**config.mk**
```make
export PLATFORM = sky130hd
export DESIGN_NAME = alu_exec_pipe
export DESIGN_NICKNAME = d
export VERILOG_FILES = /design/src/rtl/alu_exec_pipe.sv
export SDC_FILE = /design/constraint.sdc
export NUM_CORES = 1
export LEC_CHECK = 0
export ABC_AREA = 1
export ABC_CLOCK_PERIOD_IN_PS = 3600
export CAP_MARGIN = 20
export CORE_MARGIN = 3
export CORE_UTILIZATION = 63
export DETAILED_ROUTE_END_ITERATION = 10
export GPL_TIMING_DRIVEN = 0
export PLACE_DENSITY = 0.86
export SLEW_MARGIN = 10
export SYNTH_ARGS = -nofsm -noshare
export SYNTH_HDL_FRONTEND = slang
export SYNTH_SLANG_ARGS = --single-unit
```
**constraint.sdc**
```tcl
create_clock -name clk -period 3.6 [get_ports clk]
set_input_delay 0.72 -clock clk [delete_from_list [all_inputs] [get_ports clk]]
set_output_delay 0.72 -clock clk [all_outputs]
set_load 0.02 [all_outputs]
```
**src/rtl/alu_exec_pipe.sv**
```systemverilog
`default_nettype none
// ============================================================================
// Module   : alu_exec_pipe
// Brief    : Two-stage valid/ready ALU execute stage (operand regs -> result regs)
// Revision : 1.0 - initial release
// ============================================================================
module alu_exec_pipe #(
  parameter int WIDTH = 32
) (
  input  logic             clk,
  input  logic             rst_n,
  input  logic             in_valid,
  output logic             in_ready,
  input  logic [3:0]       op,
  input  logic [WIDTH-1:0] a,
  input  logic [WIDTH-1:0] b,
  output logic             out_valid,
  input  logic             out_ready,
  output logic [WIDTH-1:0] result,
  output logic             zero,
  output logic             ovf,
  output logic             bad_op
);

  localparam logic [3:0] c_op_and = 4'b0000;
  localparam logic [3:0] c_op_or  = 4'b0001;
  localparam logic [3:0] c_op_add = 4'b0010;
  localparam logic [3:0] c_op_sub = 4'b0110;
  localparam logic [3:0] c_op_slt = 4'b0111;
  localparam logic [3:0] c_op_nor = 4'b1100;

  logic             r_s1_valid;
  logic [3:0]       r_s1_op;
  logic [WIDTH-1:0] r_s1_a;
  logic [WIDTH-1:0] r_s1_b;
  logic             r_s2_valid;
  logic [WIDTH-1:0] r_result;
  logic             r_zero;
  logic             r_ovf;
  logic             r_bad_op;

  logic             w_s2_free;
  logic             w_s1_adv;
  logic             w_in_xfer;
  logic             w_out_xfer;
  logic [WIDTH-1:0] w_sum;
  logic [WIDTH-1:0] w_diff;
  logic             w_slt;
  logic [WIDTH-1:0] w_res;
  logic             w_ovf;
  logic             w_bad;

  assign w_s2_free  = !r_s2_valid || out_ready;
  assign w_s1_adv   = r_s1_valid && w_s2_free;
  assign in_ready   = !r_s1_valid || w_s2_free;
  assign w_in_xfer  = in_valid && in_ready;
  assign w_out_xfer = r_s2_valid && out_ready;

  assign out_valid = r_s2_valid;
  assign result    = r_result;
  assign zero      = r_zero;
  assign ovf       = r_ovf;
  assign bad_op    = r_bad_op;

  assign w_sum  = r_s1_a + r_s1_b;
  assign w_diff = r_s1_a - r_s1_b;

  // Signed compare from sign bits, not from the subtraction, so overflow cannot corrupt it
  assign w_slt = (r_s1_a[WIDTH-1] != r_s1_b[WIDTH-1]) ? r_s1_a[WIDTH-1]
               : (r_s1_a[WIDTH-2:0] < r_s1_b[WIDTH-2:0]);

  always_comb begin
    w_res = '0;
    w_ovf = 1'b0;
    w_bad = 1'b0;
    case (r_s1_op)
      c_op_and: w_res = r_s1_a & r_s1_b;
      c_op_or:  w_res = r_s1_a | r_s1_b;
      c_op_add: begin
        w_res = w_sum;
        w_ovf = (r_s1_a[WIDTH-1] == r_s1_b[WIDTH-1]) && (w_sum[WIDTH-1] != r_s1_a[WIDTH-1]);
      end
      c_op_sub: begin
        w_res = w_diff;
        w_ovf = (r_s1_a[WIDTH-1] != r_s1_b[WIDTH-1]) && (w_diff[WIDTH-1] != r_s1_a[WIDTH-1]);
      end
      c_op_slt: w_res = {{(WIDTH-1){1'b0}}, w_slt};
      c_op_nor: w_res = ~(r_s1_a | r_s1_b);
      default:  w_bad = 1'b1;
    endcase
  end

  always_ff @(posedge clk or negedge rst_n) begin
    if (!rst_n) begin
      r_s1_valid <= 1'b0;
      r_s1_op    <= '0;
      r_s1_a     <= '0;
      r_s1_b     <= '0;
    end else if (w_in_xfer) begin
      r_s1_valid <= 1'b1;
      r_s1_op    <= op;
      r_s1_a     <= a;
      r_s1_b     <= b;
    end else if (w_s1_adv) begin
      r_s1_valid <= 1'b0;
    end
  end

  always_ff @(posedge clk or negedge rst_n) begin
    if (!rst_n) begin
      r_s2_valid <= 1'b0;
      r_result   <= '0;
      r_zero     <= 1'b0;
      r_ovf      <= 1'b0;
      r_bad_op   <= 1'b0;
    end else if (w_s1_adv) begin
      r_s2_valid <= 1'b1;
      r_result   <= w_res;
      r_zero     <= (w_res == '0);
      r_ovf      <= w_ovf;
      r_bad_op   <= w_bad;
    end else if (w_out_xfer) begin
      r_s2_valid <= 1'b0;
    end
  end

endmodule
`default_nettype wire

```
==> results_dict.tcl <==
set metrics [dict create \
    wl_mm 35.2 \
    crit_fanout 4 \
    drtAntennaViolNets 0 \
    start_util_pct 65.0 \
    synth_common_cells "nand2_1, inv_1, nor2_1" \
    p_per_area_nw_per_um2 499 \
    period_share_pct 85.4 \
    drv_cap 0 \
    cts_tree "done" \
    hold_violations 0 \
    numCtsBuffers 9 \
    yosysTopAreaCell "dfrtp_1" \
    startpoint_type "register" \
    status "finished, final reports clean" \
    grt_pass1_vias 11100 \
    ys_seq_area_share_pct 25.2 \
    end_kind "register" \
    synth_edf_count 0 \
    synth-compound-area-share_pct 11.4 \
    synth_top_family_by_area "simple AND/OR/NAND/NOR gates" \
    ys_ff_latch 105 \
    synthAdderAreaFrac_pct 12.4 \
    viasPerCell 5.69 \
    finalSetupViolations 0 \
    cp_common_cell "nand2_1" \
    vdd_drop_max_v 0.000398 \
    ys_warn_count 0 \
    drv_slew 0 \
    post-cts-setup-buffers 0 \
    track_usage_pct 39.4 \
    grt.overflow.total 0 \
    insertion_delay_ns 0.38 \
    die_y_um 135 \
    path_class "register to register" \
    leakage_nw 6.66 \
    power_mw 6.04 \
    worst_path_largest_cell_delay_ns 0.42 \
    ff2ff_path_depth 19 \
    rows 46 \
    async_flop_share_pct 100 \
    finalHoldWorstSlack_ns 0.345 \
    max_slew.worst_pin.slew_ns 0.926 \
    synth_fp_nets 1887 \
    synthMuxAreaShare_pct 0 \
    ctsHoldBuffers 0 \
    avgSynthCellArea_um2 6.09 \
    ys_types 37 \
    clk_path_buf_depth 2 \
    final_util_pct 75.4 \
    grt_pass1_wl_mm 56.0 \
    place_congestion 1.07 \
    ys.flop_type "dfrtp_1" \
    timing.slew.headroom_pct 38.3 \
    pin_count 109 \
    finClkSkew_ns 0.0123 \
    slowest_stage "fa_1" \
    arrival_ns 3.38 \
    antenna_found_initial 0 \
    final_cells 2055 \
    synthesis.instances 1713 \
    io_buffers 108 \
    vias 11700 \
    cts_num_sinks 105 \
    cts-root-buf "clkbuf_16" \
    die_area_um2 18100 \
    routedWlPerCell_um 17.1 \
    synth.top_cells.by_area "dfrtp_1, nand2_1, ha_1, inv_1, nor2_1" \
    crit_chain "inv_1 -> ha_1 -> inv_1 -> fa_1 -> nand2_1 -> nand2_1 -> nand3_1 -> nand2_1 -> nand2_1 -> nand2_2 -> nor2_1 -> nor2_1 -> nor2_1 -> nand3_1 -> nor2_1 -> nand2_1 -> nor2_1 -> nand3_1 -> nand2_1" \
    place_inst 2038 \
    cts.repair.resized 0 \
    yosysTopAreaCellShare_pct 25.2 \
    critical_path_required_ns 3.91 \
    path_buf_inv 2 \
    clkTransAtPathRegs_ns 0.08 \
    cts-htree-levels 3 \
    drc_errors 0 \
    coreArea_um2 16100 \
    yosys.area_share.xor_xnor_pct 0.0839 \
    synth_most_common_cell "nand2_1" \
    grt_max_degree 62 \
    reg2reg_setup_slack_ns 0.53 \
    cpLargestDelayFamily "simple AND/OR/NAND/NOR gates" \
    layout_min_cycle_time_ns 3.07 \
    place_hpwl_mm 28.4 \
    drtIter0Drc 1422 \
    drtPass1Iterations 6 \
    final_layout_size_suffix_gt1_share_pct 5.39 \
    area_growth_pct 15.9 \
    layout.nets 2007 \
    synth_simple_gate_area_share_pct 37.9 \
    reg2reg_to "zero$_DFFE_PN0P_" \
    synthesis.area_um2 10400 \
    timing.rr.start "r_s1_a[0]$_DFFE_PN0P_" \
    max_freq_ghz 0.325 \
    hold_class "primary input to async pin" \
    grt_setup_unrepaired "no" \
    fp.dieW_um 135 \
]
-- worst max path at each step --
stage | endpoint | depth (start not counted) | startpoint | slack (ns)
2_1_floorplan | zero$_DFFE_PN0P_ | 19 | r_s1_a[0]$_DFFE_PN0P_ | 1.40
3_3_place_gp | r_s1_a[21]$_DFFE_PN0P_ | 1 | rst_n | -1.93
3_5_place_dp | r_s1_a[6]$_DFFE_PN0P_ | 7 | out_ready | 0.53
4_1_cts | zero$_DFFE_PN0P_ | 19 | r_s1_a[0]$_DFFE_PN0P_ | 0.67
5_1_grt | zero$_DFFE_PN0P_ | 19 | r_s1_a[0]$_DFFE_PN0P_ | 0.40
6_report | zero$_DFFE_PN0P_ | 19 | r_s1_a[0]$_DFFE_PN0P_ | 0.53
-- report_power, final --
part	switching (mW)	leakage, nW	internal, mW
registers	0.148	1.24	1.38
logic	2.38	5.28	1.13
clock network	0.523	0.136	0.484
-- sequential cells by signal, summed over array words and instances, names as in the netlist --
| signal | flops |
|---|---|
| bad_op | 1 |
| out_valid | 1 |
| ovf | 1 |
| r_s1_a | 32 |
| r_s1_b | 32 |
| r_s1_op | 4 |
| r_s1_valid | 1 |
| result | 32 |
| zero | 1 |
-- per-layer routing --
metal / track usage (%) / up-vias / part of all wire (%)
li1: - / 5583 / -
met1: 53.6 / 5320 / 40
met2: 61.2 / 706 / 43
met3: 8.79 / 88 / 13
met4: 15.3 / 0 / 3.6
met5: 0 / - / 0
-- final cells by class --
cell class	count	area, um^2
Multi-Input combinational cell	1264	6450
Fill cell	1331	3960
Sequential cell	105	2630
Timing Repair Buffer	109	1110
Inverter	288	1080
Buffer	56	282
Tap cell	216	270
Clock buffer	9	225
Clock inverter	7	60.1
Antenna cell	1	2.50
-- cells by family after synthesis --
| kind of cell | after synthesis |
|---|---|
| compound gates | 215 |
| xor+xnor | 1 |
| fa+ha+maj | 102 |
| buf+inv | 344 |
| flops | 105 |
| simple gates | 946 |
-- placed cells by master (no fill, tap or decap), types with 3 or more instances in the layout --
cell / synthesis / routed
nand2_1: 491 / 491
inv_1: 279 / 279
nor2_1: 237 / 237
nand3_1: 141 / 141
a21oi_1: 127 / 127
clkdlybuf4s50_1: 0 / 107
dfrtp_1: 105 / 105
ha_1: 100 / 100
o21ai_0: 47 / 47
buf_2: 24 / 24
clkbuf_1: 21 / 21
a221oi_1: 21 / 21
nand4_1: 17 / 17
nand2_2: 16 / 16
nor2_2: 12 / 12
nor3_1: 12 / 12
nand3_2: 9 / 9
clkbuf_16: 0 / 9
buf_4: 7 / 8
o21bai_1: 8 / 8
inv_2: 6 / 6
a31oi_1: 4 / 4
o21ai_1: 4 / 4
clkinv_1: 3 / 3
nand3b_1: 3 / 3
-- per-stage QoR --
stage | setup slack [ns] | cell area, um^2 | TNS (ns)
2_1_floorplan | 1.40 | 10400 | 0
3_3_place_gp | -1.93 | 11800 | -201.42
3_5_place_dp | 0.529 | 11800 | 0
4_1_cts | 0.671 | 12100 | 0
5_1_grt | 0.400 | 12100 | 0
6_report | 0.526 | 12100 | 0
(Power assumes the default switching activity.)
